### src/rtl/esm_issue_select.sv
// Issue-select stage: tracks buffer slots, their dependency rows,
// and offers the lowest-index ready slot over a valid/ready handshake.
//
// Ports:
//   clk, rst                  clock, synchronous active-high reset
//   alloc_valid/index/dep     write a dependency row into a slot
//   issue_valid/index/ready   offered slot and downstream acceptance
//   done_valid/index          completion notice, frees a slot
//   ready_mask                registered per-slot ready vector
//   occupancy                 number of valid slots
//   err                       sticky protocol-error flag
module esm_issue_select #(
    parameter int bs = 16,
    localparam int IW = $clog2(bs)
) (
    input  logic          clk,
    input  logic          rst,
    input  logic          alloc_valid,
    input  logic [IW-1:0] alloc_index,
    input  logic [bs-1:0] alloc_dep,
    output logic          issue_valid,
    output logic [IW-1:0] issue_index,
    input  logic          issue_ready,
    input  logic          done_valid,
    input  logic [IW-1:0] done_index,
    output logic [bs-1:0] ready_mask,
    output logic [IW:0]   occupancy,
    output logic          err
);

    logic [bs-1:0]          valid;
    logic [bs-1:0]          issued;
    logic [bs-1:0][bs-1:0]  dep;

    logic [bs-1:0]          valid_n;
    logic [bs-1:0]          issued_n;
    logic [bs-1:0][bs-1:0]  dep_n;
    logic [bs-1:0]          ready_n;
    logic [bs-1:0]          row;
    logic [bs-1:0]          cand;
    logic [IW:0]            occ_n;
    logic [IW-1:0]          pick;
    logic                   hs;
    logic                   done_ok;
    logic                   err_n;
    logic                   iv_n;
    logic [IW-1:0]          ii_n;

    always_comb begin
        hs       = issue_valid & issue_ready;
        done_ok  = done_valid & valid[done_index] & issued[done_index];
        valid_n  = valid;
        issued_n = issued;
        dep_n    = dep;
        row      = '0;

        if (hs)
            issued_n[issue_index] = 1'b1;

        // Free the slot and wake every waiter on it.
        if (done_ok) begin
            valid_n[done_index]  = 1'b0;
            issued_n[done_index] = 1'b0;
            for (int i = 0; i < bs; i++)
                dep_n[i][done_index] = 1'b0;
        end

        // Alloc is applied after done so a same-slot pair
        // replaces the old occupant with the new one.
        if (alloc_valid) begin
            row = alloc_dep & valid;
            row[alloc_index] = 1'b0;
            if (done_ok)
                row[done_index] = 1'b0;
            dep_n[alloc_index]    = row;
            valid_n[alloc_index]  = 1'b1;
            issued_n[alloc_index] = 1'b0;
        end

        err_n = err
              | (alloc_valid & valid[alloc_index]
                 & ~(done_ok & (done_index == alloc_index)))
              | (done_valid & ~done_ok);

        occ_n = '0;
        for (int i = 0; i < bs; i++) begin
            ready_n[i] = valid_n[i] & ~issued_n[i] & ~(|dep_n[i]);
            occ_n = occ_n + {{IW{1'b0}}, valid_n[i]};
        end

        // Candidate set excludes the slot accepted at this edge.
        cand = ready_mask;
        if (hs)
            cand[issue_index] = 1'b0;

        pick = '0;
        for (int i = bs - 1; i >= 0; i--)
            if (cand[i])
                pick = IW'(i);

        iv_n = issue_valid;
        ii_n = issue_index;
        if (!issue_valid || hs) begin
            iv_n = |cand;
            ii_n = pick;
        end
    end

    always_ff @(posedge clk) begin
        if (rst) begin
            valid       <= '0;
            issued      <= '0;
            dep         <= '0;
            ready_mask  <= '0;
            occupancy   <= '0;
            err         <= 1'b0;
            issue_valid <= 1'b0;
            issue_index <= '0;
        end else begin
            valid       <= valid_n;
            issued      <= issued_n;
            dep         <= dep_n;
            ready_mask  <= ready_n;
            occupancy   <= occ_n;
            err         <= err_n;
            issue_valid <= iv_n;
            issue_index <= ii_n;
        end
    end

endmodule

### config.mk
export PLATFORM = sky130hd
export DESIGN_NAME = esm_issue_select
export DESIGN_NICKNAME = d
export VERILOG_FILES = /design/src/rtl/esm_issue_select.sv
export SDC_FILE = /design/constraint.sdc
export NUM_CORES = 1
export LEC_CHECK = 0
export ABC_AREA = 1
export ABC_CLOCK_PERIOD_IN_PS = 12400
export CORE_MARGIN = 3
export CORE_UTILIZATION = 37
export DETAILED_ROUTE_END_ITERATION = 8
export GPL_TIMING_DRIVEN = 0
export SETUP_SLACK_MARGIN = 0.1
export SLEW_MARGIN = 20
export SYNTH_ARGS = -nofsm -noshare
export SYNTH_HDL_FRONTEND = slang
export SYNTH_SLANG_ARGS = --single-unit
### constraint.sdc
create_clock -name clk -period 12.4 [get_ports clk]
set_input_delay 2.48 -clock clk [delete_from_list [all_inputs] [get_ports clk]]
set_output_delay 2.48 -clock clk [all_outputs]
set_load 0.1 [all_outputs]
==> qor.csv <==
metric;value;unit
Port Buffer Count;54;
clk root buf;clkbuf_16;
Sink Count;315;
Power Density;133;nW/um2
layout cells sized above 1;0.0638;
row count;75;
chip height;213;um
GRT met2 Usage;0.507;
Post-synth top flop;dfxtp_1;
Final Routed Wirelength;82.3;mm
largest net degree at the start of global routing;13;
Slowest-stage cell, CP;clkdlybuf4s50_1;
commonest non-fill, non-tap cell in the layout;nand2_1;
WP data arrival;8580;ps
total setup buffers inserted after CTS;0;
setup violators final;0;
1st-pass router iterations;8;
met3 GRT Util;0.143;
hpwl dp;58.9;mm
Core Region;42200;um2
Final Slew Violations;0;
Final period util;0.659;
clk_skew;25.0;ps
highest clock rate;0.122;GHz
Async S/R FF share, synth;0;
via count;17700;
synthesized flop and latch total;315;
R2R Setup Slk;6900;ps
TritonCTS Buffers;38;
Critical Path RT;12800;ps
RSZ-0062 raised after global routing;false;
DR DRC count;0;
Die Wd;213;um
Overall Global Routing Usage;0.357;
1st-iter DRT viols;2314;
GRT Max-Usage Layer;met2;
post-cts resize count;0;
cts hold-fix bufs;0;
filler-free cell count of the finished design;3174;
via-per-instance ratio;5.59;
Pleak;8.74;nW
crit path max fanout;9;
area of the multi-input gates;8210;um2
Synth warnings;0;
H-tree depth;2;
Worst Hold Class;register to register;
Crit path max-delay family;adder cells;
number of global-route vias before repair;15800;
antenna-violating nets left;0;
Crit Path Category;primary input to register;
# fillers;4530;
max cap viols;0;
part of the Yosys area used for sequential elements;0.396;
Worst-path clk slew;60;ps
Setup WS post-layout;4230;ps
Net Switching;0.665;mW
crit end category;register;
Max IR drop VDD;90.3;uV
Int Pwr;1.77;mW
Slew @ Worst Pin;1250;ps
synthesized area per cell;6.33;um2
CP Cell Sequence;clkdlybuf4s50_1 -> inv_1 -> nor2_1 -> inv_1 -> nor2_1 -> inv_1 -> nor2_1 -> clkinv_1 -> nand2_1 -> inv_1 -> fa_1 -> fa_1 -> fa_1 -> inv_1 -> fa_1 -> ha_1 -> fa_1 -> a21oi_1 -> nor3_1;
Seq pwr share;0.426;
Post-synth EDFFs;0;
clk buf depth;3;
pre-CTS setup slack;3850;ps
initial antenna violation count;6;
gp weighted congestion;1.06;
fin crit period;8170;ps
relative slew slack;0.165;
Syn Std Cell Area;15900;um2
Mapped Nets;2558;
critical path launch point type;primary input;
routing usage on met1;0.468;
status;complete, no violations;
clock group share of total power;0.471;
WL per Instance;25.9;um
slowest stage delay, CP;650;ps
final hold violations;0;
net switching fraction of the power;0.273;
layout net count;2652;
Starting Density;0.377;
FF+latch area;6310;um2
Setup TNS;0;ps
CTS tree;built;
total gr overflow;0;
Placed Cells;3107;
Synth Instances;2514;
die area;45600;um2
Syn-to-layout area delta;15.4;%
clk_lat worst skew;570;ps
combinational share of power;0.103;
CP bufs+invs;7;
global-route wire length before repair;114;mm
Synth cell types;41;
io pins;56;
commonest non-fill, non-tap cells in the layout;nand2_1, nor2_1, dfxtp_1, nand3_1, inv_1;
==> worst reg2reg max path: cells and delay by family (launching register included) <==
kind,cells,cell delay [ps]
fa+ha+maj,6,2750
compound gates,3,480
buf+inv,5,990
simple gates,5,740
flops,1,410
==> Yosys cell counts, types with 7 or more instances <==
cell type	count	share of area
nand2_1	902	0.21
nor2_1	406	0.096
dfxtp_1	315	0.40
nand3_1	294	0.092
inv_1	162	0.038
clkbuf_1	81	0.019
nand4_1	56	0.022
a21oi_1	50	0.016
inv_2	34	0.0080
buf_2	25	0.0079
clkinv_1	23	0.0054
o21ai_0	23	0.0072
nand2_2	18	0.0071
o21ai_1	18	0.0057
a22oi_1	14	0.0066
o211ai_1	13	0.0061
fa_1	10	0.013
nor3_1	10	0.0031
buf_6	9	0.0064
nand2_4	7	0.0050
==> cell families (layout without fill, tap and decap cells) <==
family,count (synthesis),count (layout),synth area share
compound gates,130,130,0.0475
xor+xnor,4,4,0.00220
flops,315,315,0.396
other cells,0,2,0
simple gates,1709,1709,0.449
fa+ha+maj,15,15,0.0165
buf+inv,341,460,0.0886
==> layer usage <==
layer / up-vias / share of wire / wire length (um)
met3: 234 / 0.15 / 12000
met4: 10 / 0.060 / 4910
met2: 1177 / 0.40 / 32900
met5: - / 0.00072 / 59
met1: 8201 / 0.39 / 32500
li1: 8112 / - / -
==> flip-flops by register name (all words and copies together), names as in the netlist <==
name	count
dep	256
err	1
occupancy	5
issued	16
issue_index	4
ready_mask	16
valid	16
issue_valid	1
==> final timing paths <==
path / startpoint / end / depth (start not counted)
max reg2reg: valid[6]$_SDFF_PP0_ / occupancy[4]$_SDFF_PP0_ / 19
max: alloc_index[0] / occupancy[4]$_SDFF_PP0_ / 19
min reg2reg: dep[255]$_SDFF_PP0_ / dep[255]$_SDFF_PP0_ / 2
min: dep[255]$_SDFF_PP0_ / dep[255]$_SDFF_PP0_ / 2
==> power by group through the flow <==
stage	combinational, mW	clock [mW]	sequential [mW]
4_1_cts	0.244	1.15	1.04
3_5_place_dp	0.243	0	1.06
2_1_floorplan	0.121	0	1.09
5_1_grt	0.267	1.19	1.04
6_report	0.251	1.15	1.04
3_3_place_gp	0.242	0	1.06
==> through the flow <==
step	instance area [um2]	total power, mW	hold WS, ps	utilization
2_1_floorplan	15900	1.21	435	-
3_3_place_gp	17100	1.30	446	0.406
3_5_place_dp	17100	1.30	448	0.406
4_1_cts	18400	2.43	457	0.435
5_1_grt	18400	2.50	477	0.435
6_report	18400	2.44	461	0.435
==> layout make-up <==
class	instances	share of cell area
Antenna cell	2	0.000272
Buffer	121	0.0317
Clock buffer	53	0.0581
Clock inverter	12	0.00892
Inverter	220	0.0451
Multi-Input combinational cell	1858	0.447
Sequential cell	315	0.343
Tap cell	539	0.0367
Timing Repair Buffer	54	0.0294
Power figures use the tool's default switching activity.
==> patch 1, RTL diff (same flow settings) <==
Reset style: asynchronous (`rst`), changed in one clocked block. Comments in the files are not updated.
--- a/src/rtl/esm_issue_select.sv
+++ b/src/rtl/esm_issue_select.sv
@@ -108,3 +108,3 @@
 
-    always_ff @(posedge clk) begin
+    always_ff @(posedge clk or posedge rst) begin
         if (rst) begin
Formal check against the unedited RTL: not equivalent (a bounded check fails within 4 cycles, from zero or initial values and one cycle with rst high; the reset may be asserted at any time).
==> patch 1 against the original RTL <==
- die area is 7.5% higher
- worst hold slack better by 0.031 ns
- critical path depth is 2 lower
- setup slack better by 0.24 ns
- routed wire length is 24% lower
- area after synthesis is 7.7% higher
- global-route usage is 11 points lower
- final cell count is 0.76% lower
- sequential cell count stayed put
- design area is 7.1% higher
- critical path type unchanged
Power is not compared: it rests on default switching activity, and its combinational part moved more than twofold at a synthesized area within 25%.
==> patch 1: results (changes against the original RTL) <==
[global_routing]
grt_max_degree=101  ; +88
use_met1_pct=34.3  ; -13 points

[placement]
preCtsSetupSlack_ns=4.04  ; +0.195 ns
hpwl_mm=44.6  ; -24%
place_area_um2=18500  ; +8.1%
gp_congestion=0.950  ; -11%

[synthesis]
syn_nets=2477  ; -3.2%
synthDistinctLibCells=43  ; +4.9%
synth_compound_area_share_pct=1.93  ; -2.8 points
ys_seq_area_share_pct=46.0  ; +6.4 points
ys_async_sr_fraction_pct=100  ; +100 points
synth_xor_area_share_pct=0.255  ; +0.035 points
syn-instance-count=2433  ; -3.2%
synthAdderAreaFrac_pct=1.53  ; -0.12 points

[outcome]
status=finished, final reports clean

[sta]
period_share_pct=64.0  ; -1.9 points
skew_ns=0.0211  ; -0.00394 ns
worst_pin_slew_ns=1.11  ; -0.145 ns

[layout]
final-clk-cell-share_pct=5.82  ; -0.88 points
buffer_area_share_pct=5.80  ; -0.31 points
inverters=365  ; +66%
seq_area_share_pct=40.1  ; +5.7 points
clkbuf_count=50  ; -5.7%
nFlopsAndLatches=315  ; unchanged
multi_input_area_um2=7380  ; -10%
drive_gt1_share_pct=6.35  ; -0.028 points
fillers=4643  ; +2.5%

[clock_tree]
cts_inserted_buffers=36  ; -5.3%

[critical_path]
regToRegSetupSlack_ns=7.25  ; +0.35 ns

[die]
die_w_um=221  ; +3.7%

[routing]
wl_mm=62.8  ; -24%
top_layer_used=met4

[patch 1: changes by cell type after synthesis, moves of 30 or more]
cell      unedited run  this run
inv_1              162       357
clkbuf_1            81        29
dfrtp_1              0       315
a21oi_1             50        20
nand2_1            902      1007
nor2_1             406       212
nand3_1            294       213
dfxtp_1            315         0
[patch 1: cells by family (layout without fill, tap and decap cells)]
| family | after synthesis | after routing |
|---|---|---|
| adder cells (fa/ha/maj) | 15 | 15 |
| AO/OA/AOI/OAI | 57 | 57 |
| XOR/XNOR | 5 | 5 |
| flip-flops | 315 | 315 |
| AND/OR/NAND/NOR | 1584 | 1584 |
| buffers and inverters | 457 | 574 |
[patch 1: final timing paths]
check / startpoint / endpoint / cells past startpoint
setup / recovery: alloc_index[0] / occupancy[4] / 17
hold / removal: err / err / 2
setup reg to reg: valid[7] / occupancy[4] / 23
hold reg to reg: err / err / 2
max in group asynchronous: rst / dep[189] / 4
min in group asynchronous: rst / dep[72] / 2
==> patch 2, RTL diff (same settings) <==
Made on the original files. The parameter `bs` goes from 16 to 8.
--- a/src/rtl/esm_issue_select.sv
+++ b/src/rtl/esm_issue_select.sv
@@ -12,3 +12,3 @@
 module esm_issue_select #(
-    parameter int bs = 16,
+    parameter int bs = 8,
     localparam int IW = $clog2(bs)
Ports: changed (6 resized); port bits go from 56 to 36. The function was not compared with the original's and may differ.
==> patch 2 against the original RTL <==
- setup slack better by 1.5 ns
- synthesized cell count down 72%
- critical path depth up 1
- total power down 71%
- maximum frequency up 22%
- sequential share of layout area up 1.0 points
- area after synthesis down 71%
- design area down 70%
- sequential cell count down 218
- critical endpoint is now occupancy[2]
- register-to-register slack better by 1.4 ns
- routed wire length down 82%
==> patch 2: results (changes against the original RTL) <==
[global_routing]
grt_max_degree=15  ; +2
grtUsageTotal_pct=21.2  ; -15 points
grt_first_pass_wirelength_mm=22.8  ; -80%
grt_pass1_vias=4219  ; -73%

[placement]
place_area_um2=5200  ; -70%
hpwl_mm=10.6  ; -82%
gp_congestion=0.896  ; -16%
port_buffers=32  ; -41%
placed_cells=910  ; -71%

[routing]
viasPerCell=5.03  ; -10%
drtIter0Drc=431  ; -81%
avgRoutedWirePerCell_um=15.9  ; -39%
dr.pass1.iters=5  ; -3

[layout]
multi_input_comb_cells=523  ; -72%
buffer_area_share_pct=8.38  ; +2.3 points
fillers=1320  ; -71%
syn_to_final_growth_pct=17.7
layout.nets=779  ; -71%
multi_input_area_share_pct=42.5  ; -2.2 points
final_cells=925  ; -71%
seqCellArea_um2=1940  ; -69%
inverters=67  ; -70%
drive_gt1_share_pct=4.89  ; -1.5 points
final-clk-cell-share_pct=5.39  ; -1.3 points
largest_reg_flops=64  ; -75%
buffers=55  ; -69%

[synthesis]
synth_compound_area_share_pct=9.94  ; +5.2 points
synthDistinctLibCells=28  ; -32%
synthAdderAreaFrac_pct=2.52  ; +0.87 points
synth_common_cells=230 x nand2_1, 139 x nor2_1, 97 x dfxtp_1
syn_nets=736  ; -71%
ys_seq_area_share_pct=41.6  ; +2.0 points
yosys-top-cells-area=dfxtp_1 42%, nand2_1 18%, nor2_1 11%

[clock_tree]
cts_buffer_depth=2  ; -1
cts_inserted_buffers=9  ; -76%
htreeDepth=3  ; +1

[sta]
hold_ws_ns=0.476  ; +0.0147 ns
skew_ns=0.00702  ; -0.0180 ns
min_period_ns=6.68  ; -1.50 ns

[hold_path]
min_from=dep[54]

[critical_path]
critPathMaxFanout=10  ; +1
r2r-end=occupancy[2]
critPathMaxStageDelay_ns=0.62  ; -0.03 ns
regToRegSetupSlack_ns=8.26  ; +1.36 ns
crit_arrival_ns=6.90  ; -1.68 ns
regToRegStartpoint=valid[2]

[pwr]
ir_worst_vdd_v=0.0000579  ; -36%
p_leak_nw=2.54  ; -71%

[outcome]
status=finished, final reports clean

patch 2: changes by cell type in the layout (fill, tap and decap cells not counted), moves of 52 or more:
cell / delta
inv_1: -96
nand3_1: -255
nand2_1: -672
dfxtp_1: -218
nor2_1: -267
nand4_1: -52
clkbuf_1: -78
patch 2: worst max path at each step:
stage               cells past startpoint           end           from
finish                                 20  occupancy[2]  done_index[2]
global route                           21  occupancy[2]  done_index[1]
CTS                                    21  occupancy[2]  done_index[1]
detailed placement                     21  occupancy[2]  done_index[1]
global placement                       21  occupancy[2]  done_index[1]
floorplan                              21  occupancy[2]  done_index[0]
patch 2: where the power goes:
part           switching [W]  total [W]  internal [W]
logic              0.0000690  0.0000949     0.0000258
clock network       0.000117   0.000283      0.000166
registers         0.00000418   0.000321      0.000317
patch 2: routing by layer:
metal  GRT usage, %  routed length (µm)
met1           29.6                6810
met2           33.2                6500
met3           2.39                1000
met4           8.86                 424
met5              0                   0
